## src/rtl/multiplier_nbits_seq_if.sv

```systemverilog
// multiplier_nbits_seq_if: operand/start and result/status bundle
// between a datapath controller and the shift-add multiplier.
interface multiplier_nbits_seq_if #(
  parameter int WIDTH = 8
);
  logic [WIDTH-1:0]   w;
  logic [WIDTH-1:0]   y;
  logic               SGN;
  logic               S;
  logic [2*WIDTH-1:0] result;
  logic               PRONTO;
  logic               BUSY;

  modport master (
    output w, y, SGN, S,
    input  result, PRONTO, BUSY
  );

  modport slave (
    input  w, y, SGN, S,
    output result, PRONTO, BUSY
  );
endinterface

```

## src/rtl/multiplier_nbits_seq.sv

```systemverilog
// multiplier_nbits_seq: WIDTH-bit sequential shift-add multiplier
// with signed mode, zero early exit and S/PRONTO/BUSY handshake.
module multiplier_nbits_seq #(
  parameter int WIDTH = 8
) (
  input logic             CLK,
  input logic             RESET,
  multiplier_nbits_seq_if.slave bus
);
  localparam int CNT_W = $clog2(WIDTH + 1);

  typedef enum logic [1:0] {
    IDLE,
    CALC,
    SIGN
  } state_t;

  state_t state, state_n;

  logic [2*WIDTH:0]   acc;
  logic [WIDTH-1:0]   mcand;
  logic [WIDTH-1:0]   mplier;
  logic               neg;
  logic [CNT_W-1:0]   cnt;
  logic [2*WIDTH-1:0] result_q;
  logic               pronto_q;
  logic               busy_q;

  logic [WIDTH-1:0]   mag_w;
  logic [WIDTH-1:0]   mag_y;
  logic [WIDTH:0]     sum;
  logic               zero;
  logic               neg_in;
  logic               last;

  // Magnitudes stay unsigned, so -2^(WIDTH-1) maps to 2^(WIDTH-1).
  always_comb begin
    mag_w  = bus.w;
    mag_y  = bus.y;
    if (bus.SGN && bus.w[WIDTH-1]) mag_w = -bus.w;
    if (bus.SGN && bus.y[WIDTH-1]) mag_y = -bus.y;
    neg_in = bus.SGN & (bus.w[WIDTH-1] ^ bus.y[WIDTH-1]);
    zero   = (mag_w == '0) || (mag_y == '0);
    sum    = acc[2*WIDTH:WIDTH]
           + (mplier[0] ? {1'b0, mcand} : '0);
    last   = (cnt == CNT_W'(WIDTH - 1));
  end

  always_ff @(posedge CLK or posedge RESET) begin
    if (RESET) state <= IDLE;
    else       state <= state_n;
  end

  always_comb begin
    state_n = state;
    unique case (state)
      IDLE:    if (bus.S) state_n = zero ? SIGN : CALC;
      CALC:    if (last)  state_n = SIGN;
      SIGN:    state_n = IDLE;
      default: state_n = IDLE;
    endcase
  end

  always_ff @(posedge CLK or posedge RESET) begin
    if (RESET) begin
      acc      <= '0;
      mcand    <= '0;
      mplier   <= '0;
      neg      <= 1'b0;
      cnt      <= '0;
      result_q <= '0;
      pronto_q <= 1'b0;
      busy_q   <= 1'b0;
    end else begin
      unique case (state)
        IDLE: begin
          if (bus.S) begin
            mcand    <= mag_w;
            mplier   <= mag_y;
            neg      <= neg_in;
            acc      <= '0;
            cnt      <= '0;
            pronto_q <= 1'b0;
            busy_q   <= 1'b1;
          end
        end
        CALC: begin
          acc    <= {sum, acc[WIDTH-1:0]} >> 1;
          mplier <= mplier >> 1;
          cnt    <= cnt + 1'b1;
        end
        SIGN: begin
          result_q <= neg ? -acc[2*WIDTH-1:0]
                          :  acc[2*WIDTH-1:0];
          pronto_q <= 1'b1;
          busy_q   <= 1'b0;
        end
        default: ;
      endcase
    end
  end

  assign bus.result = result_q;
  assign bus.PRONTO = pronto_q;
  assign bus.BUSY   = busy_q;
endmodule
```

## src/flat_wrapper.sv

```systemverilog
// flat-port wrapper written by rule: the top's interface ports become plain ports
module multiplier_nbits_seq_flat 
#(
  parameter int WIDTH = 8
)
  (CLK, RESET, bus_w, bus_y, bus_SGN, bus_S, bus_result, bus_PRONTO, bus_BUSY);
  multiplier_nbits_seq_if #(.WIDTH(WIDTH)) bus_i ();
  input logic CLK;
  input logic RESET;
  input wire logic [$bits(bus_i.w)-1:0] bus_w;
  input wire logic [$bits(bus_i.y)-1:0] bus_y;
  input wire logic [$bits(bus_i.SGN)-1:0] bus_SGN;
  input wire logic [$bits(bus_i.S)-1:0] bus_S;
  output wire logic [$bits(bus_i.result)-1:0] bus_result;
  output wire logic [$bits(bus_i.PRONTO)-1:0] bus_PRONTO;
  output wire logic [$bits(bus_i.BUSY)-1:0] bus_BUSY;
  assign bus_i.w = bus_w;
  assign bus_i.y = bus_y;
  assign bus_i.SGN = bus_SGN;
  assign bus_i.S = bus_S;
  assign bus_result = bus_i.result;
  assign bus_PRONTO = bus_i.PRONTO;
  assign bus_BUSY = bus_i.BUSY;
  multiplier_nbits_seq #(.WIDTH(WIDTH)) u_core (.CLK(CLK), .RESET(RESET), .bus(bus_i));
endmodule
```

## config.mk

```make
export PLATFORM = sky130hd
export DESIGN_NAME = multiplier_nbits_seq_flat
export DESIGN_NICKNAME = d
export VERILOG_FILES = /design/src/rtl/multiplier_nbits_seq_if.sv /design/src/rtl/multiplier_nbits_seq.sv /design/src/flat_wrapper.sv
export SDC_FILE = /design/constraint.sdc
export NUM_CORES = 1
export LEC_CHECK = 0
export CORE_MARGIN = 2
export CORE_UTILIZATION = 55
export DETAILED_ROUTE_END_ITERATION = 12
export PLACE_DENSITY = 0.78
export SLEW_MARGIN = 20
export SYNTH_ARGS = -nofsm -noshare
export SYNTH_HDL_FRONTEND = slang
export SYNTH_SLANG_ARGS = --single-unit
```

## constraint.sdc

```tcl
create_clock -name CLK -period 2.7 [get_ports CLK]
set_input_delay 0.27 -clock CLK [delete_from_list [all_inputs] [get_ports CLK]]
set_output_delay 0.27 -clock CLK [all_outputs]
set_load 0.01 [all_outputs]
```

==> flow_metrics.tcl <==
set metrics [dict create \
    track_usage_pct 21.8 \
    critPathRequiredTime_ns 2.94 \
    cts_setup_buffers 0 \
    drcViolationCount 0 \
    postRouteAntennaNets 0 \
    clk_latency_ns 0.33 \
    ir_drop_v 0.000443 \
    die_h_um 81.9 \
    crit_slowest_cell "dfrtp_1" \
    globalplace.congestion 0.884 \
    drive_above_1_share_pct 8.23 \
    holdWs_ns 0.299 \
    synth-seq-cells 57 \
    finalHoldViolCount 0 \
    cp_top_family "compound AO/OA/AOI/OAI gates" \
    grt_first_pass_wirelength_mm 11.2 \
    path_cells "and2_1 > ha_1 > inv_1 > fa_1 > nor2b_1 > o21ai_0 > a21oi_1 > o311ai_0 > a211oi_1" \
    place_hpwl_mm 4.79 \
    critPathBufInv 1 \
    grt_start_max_net_pins 43 \
    wl_per_cell_um 13.2 \
    cts_buffers 9 \
    rsz0062_at_grt "no" \
    antennaDiodeCount 0 \
    ctsLongestPathBuffers 2 \
    pin_count 38 \
    synth.most_common_cell "nand2_1" \
    max_freq_ghz 0.452 \
    first_pass_iters 4 \
    hold_class "primary input to async pin" \
    critical-path-max-stage-delay_ns 0.45 \
    yosys.area.top_type "dfrtp_1" \
    die_w_um 81.9 \
    fin_area_mm2 0.00400 \
    synth_cells 374 \
    row_count 28 \
    antenna_found_initial 0 \
    avgViaCountPerCell 5.52 \
    synthTopCellsByArea "dfrtp_1 (43%), nand2_1 (6.9%), o21ai_0 (6.8%)" \
    power.density_mw_per_mm2 1030 \
    syn-cell-area_mm2 0.00333 \
    postCtsHoldBufs 0 \
    period_needed_ns 2.21 \
    slew-limit-headroom_pct 43.1 \
    worst_pin_slew_ns 0.851 \
    synthesis.nets 407 \
    synthArstFlopShare_pct 100 \
    synthFlopType "dfrtp_1" \
    clk_pin_slew_worst_paths_ns 0.07 \
    area_delta_synth_final_pct 20.0 \
    crit_arrival_ns 2.45 \
    tns_ns 0 \
    cp-end-kind "flop" \
    clock_sinks 57 \
    synth.avg_cell_area_um2 8.92 \
    initial_core_util_pct 56.7 \
    ys.warnings.count 0 \
    leakage_nw 1.74 \
    seq_area_frac_synth_pct 42.8 \
    dr_total_vias 2692 \
    place_area_mm2 0.00377 \
    io_buffers 37 \
    maxCapViolCount 0 \
    cts_resized 0 \
    synth_edf_count 0 \
    final-setup-viol-count 0 \
    clockRootBuffer "clkbuf_8" \
    ys_types 56 \
    critical_path_class "flop to flop" \
    critPathMaxFanout 9 \
    grt_pass1_vias 2542 \
    core_area_mm2 0.00589 \
    final_nets 441 \
    startpoint_type "flop" \
    synth.top_cell.area_share_pct 42.8 \
    wirelength_mm 6.46 \
    drt_iter0_drc 187 \
    fillers 491 \
    finClkSkew_ns 0.00921 \
    gr-total-overflow 0 \
    outcome "completed" \
    finalCritPeriodShare_pct 82.0 \
    design.die.area_mm2 0.00670 \
    synth.top_cells.by_count "nand2_1 (61), dfrtp_1 (57), o21ai_0 (45), nand3_1 (19), xor2_1 (19)" \
    tritoncts "built" \
    drv_slew 0 \
    h-tree-depth 3 \
]
power by group:
part,total (mW),leakage [nW],switching [mW],internal [mW]
clock network,0.906,0.109,0.336,0.570
logic,1.66,0.895,0.882,0.778
registers,1.54,0.737,0.342,1.20
total,4.10,1.74,1.56,2.54
per-layer routing:
layer / share of wire, % / GRT usage [%]
met5: 0 / 0
met4: 2.0 / 9.67
met3: 4.1 / 4.07
met2: 48 / 37.7
met1: 46 / 26.5
layout make-up:
cell class                 count  area (um^2)  area share, %
clock inverter                 4         75.1           1.88
timing repair buffer          42          420           10.5
multi-input combinational    282         1770           44.3
sequential                    57         1430           35.6
tap                           75         93.8           2.34
clock buffer                  12          155           3.88
inverter                      16         60.1           1.50
layout by cell type, fill, tap and decap left out, types with 3 or more instances in the layout:
cell	n
nand2_1	61
dfrtp_1	57
o21ai_0	45
clkdlybuf4s50_1	37
xor2_1	19
nand3_1	19
nor2_1	18
inv_1	15
ha_1	12
xnor2_1	11
a21oi_1	11
clkbuf_8	11
and2_1	8
o31ai_1	7
a22oi_1	6
nor3_1	5
o21ai_1	4
nand3b_1	4
buf_4	4
nor4_1	3
mux2i_1	3
nand2b_1	3
nor2b_1	3
or3_1	3
per-stage QoR:
| stage | setup WS [ns] | util, % | std cells | power (mW) |
|---|---|---|---|---|
| finish | 0.485 | 68.0 | 488 | 4.10 |
| global placement | 0.582 | 64.1 | 472 | 3.15 |
| floorplan | 0.768 | - | 374 | 2.68 |
| global route | 0.239 | 68.0 | 488 | 4.47 |
| detailed placement | 0.495 | 64.1 | 472 | 3.22 |
| CTS | 0.486 | 68.0 | 488 | 4.14 |
path summary, 6_finish.rpt:
path / start / to / slack [ns] / depth (start not counted)
max: u_core.mplier[0] / u_core.acc[15] / 0.49 / 9
min in group CLK: u_core.mcand[7] / u_core.mcand[7] / 0.46 / 2
min: RESET / u_core.cnt[0] / 0.30 / 2
max in group asynchronous: RESET / u_core.acc[8] / 1.85 / 3
min reg2reg: u_core.mcand[7] / u_core.mcand[7] / 0.46 / 2
max reg2reg: u_core.mplier[0] / u_core.acc[15] / 0.49 / 9
registers in the layout, indices dropped and copies added (netlist names):
signal             cells
u_core.bus.PRONTO      1
u_core.acc            16
u_core.mplier          8
u_core.bus.BUSY        1
u_core.state           2
u_core.mcand           8
u_core.bus.result     16
u_core.neg             1
u_core.cnt             4
logic make-up (layout without fill, tap and decap cells):
group / count (synthesis) / after routing / share of synthesized area, %
buf+inv: 35 / 74 / 4.09
flops: 57 / 57 / 42.8
compound gates: 94 / 94 / 17.9
simple gates: 142 / 142 / 21.4
xor+xnor: 30 / 30 / 7.88
mux: 3 / 3 / 0.901
fa+ha+maj: 13 / 13 / 5.10
Note: power is estimated with default switching activity, not from simulation.
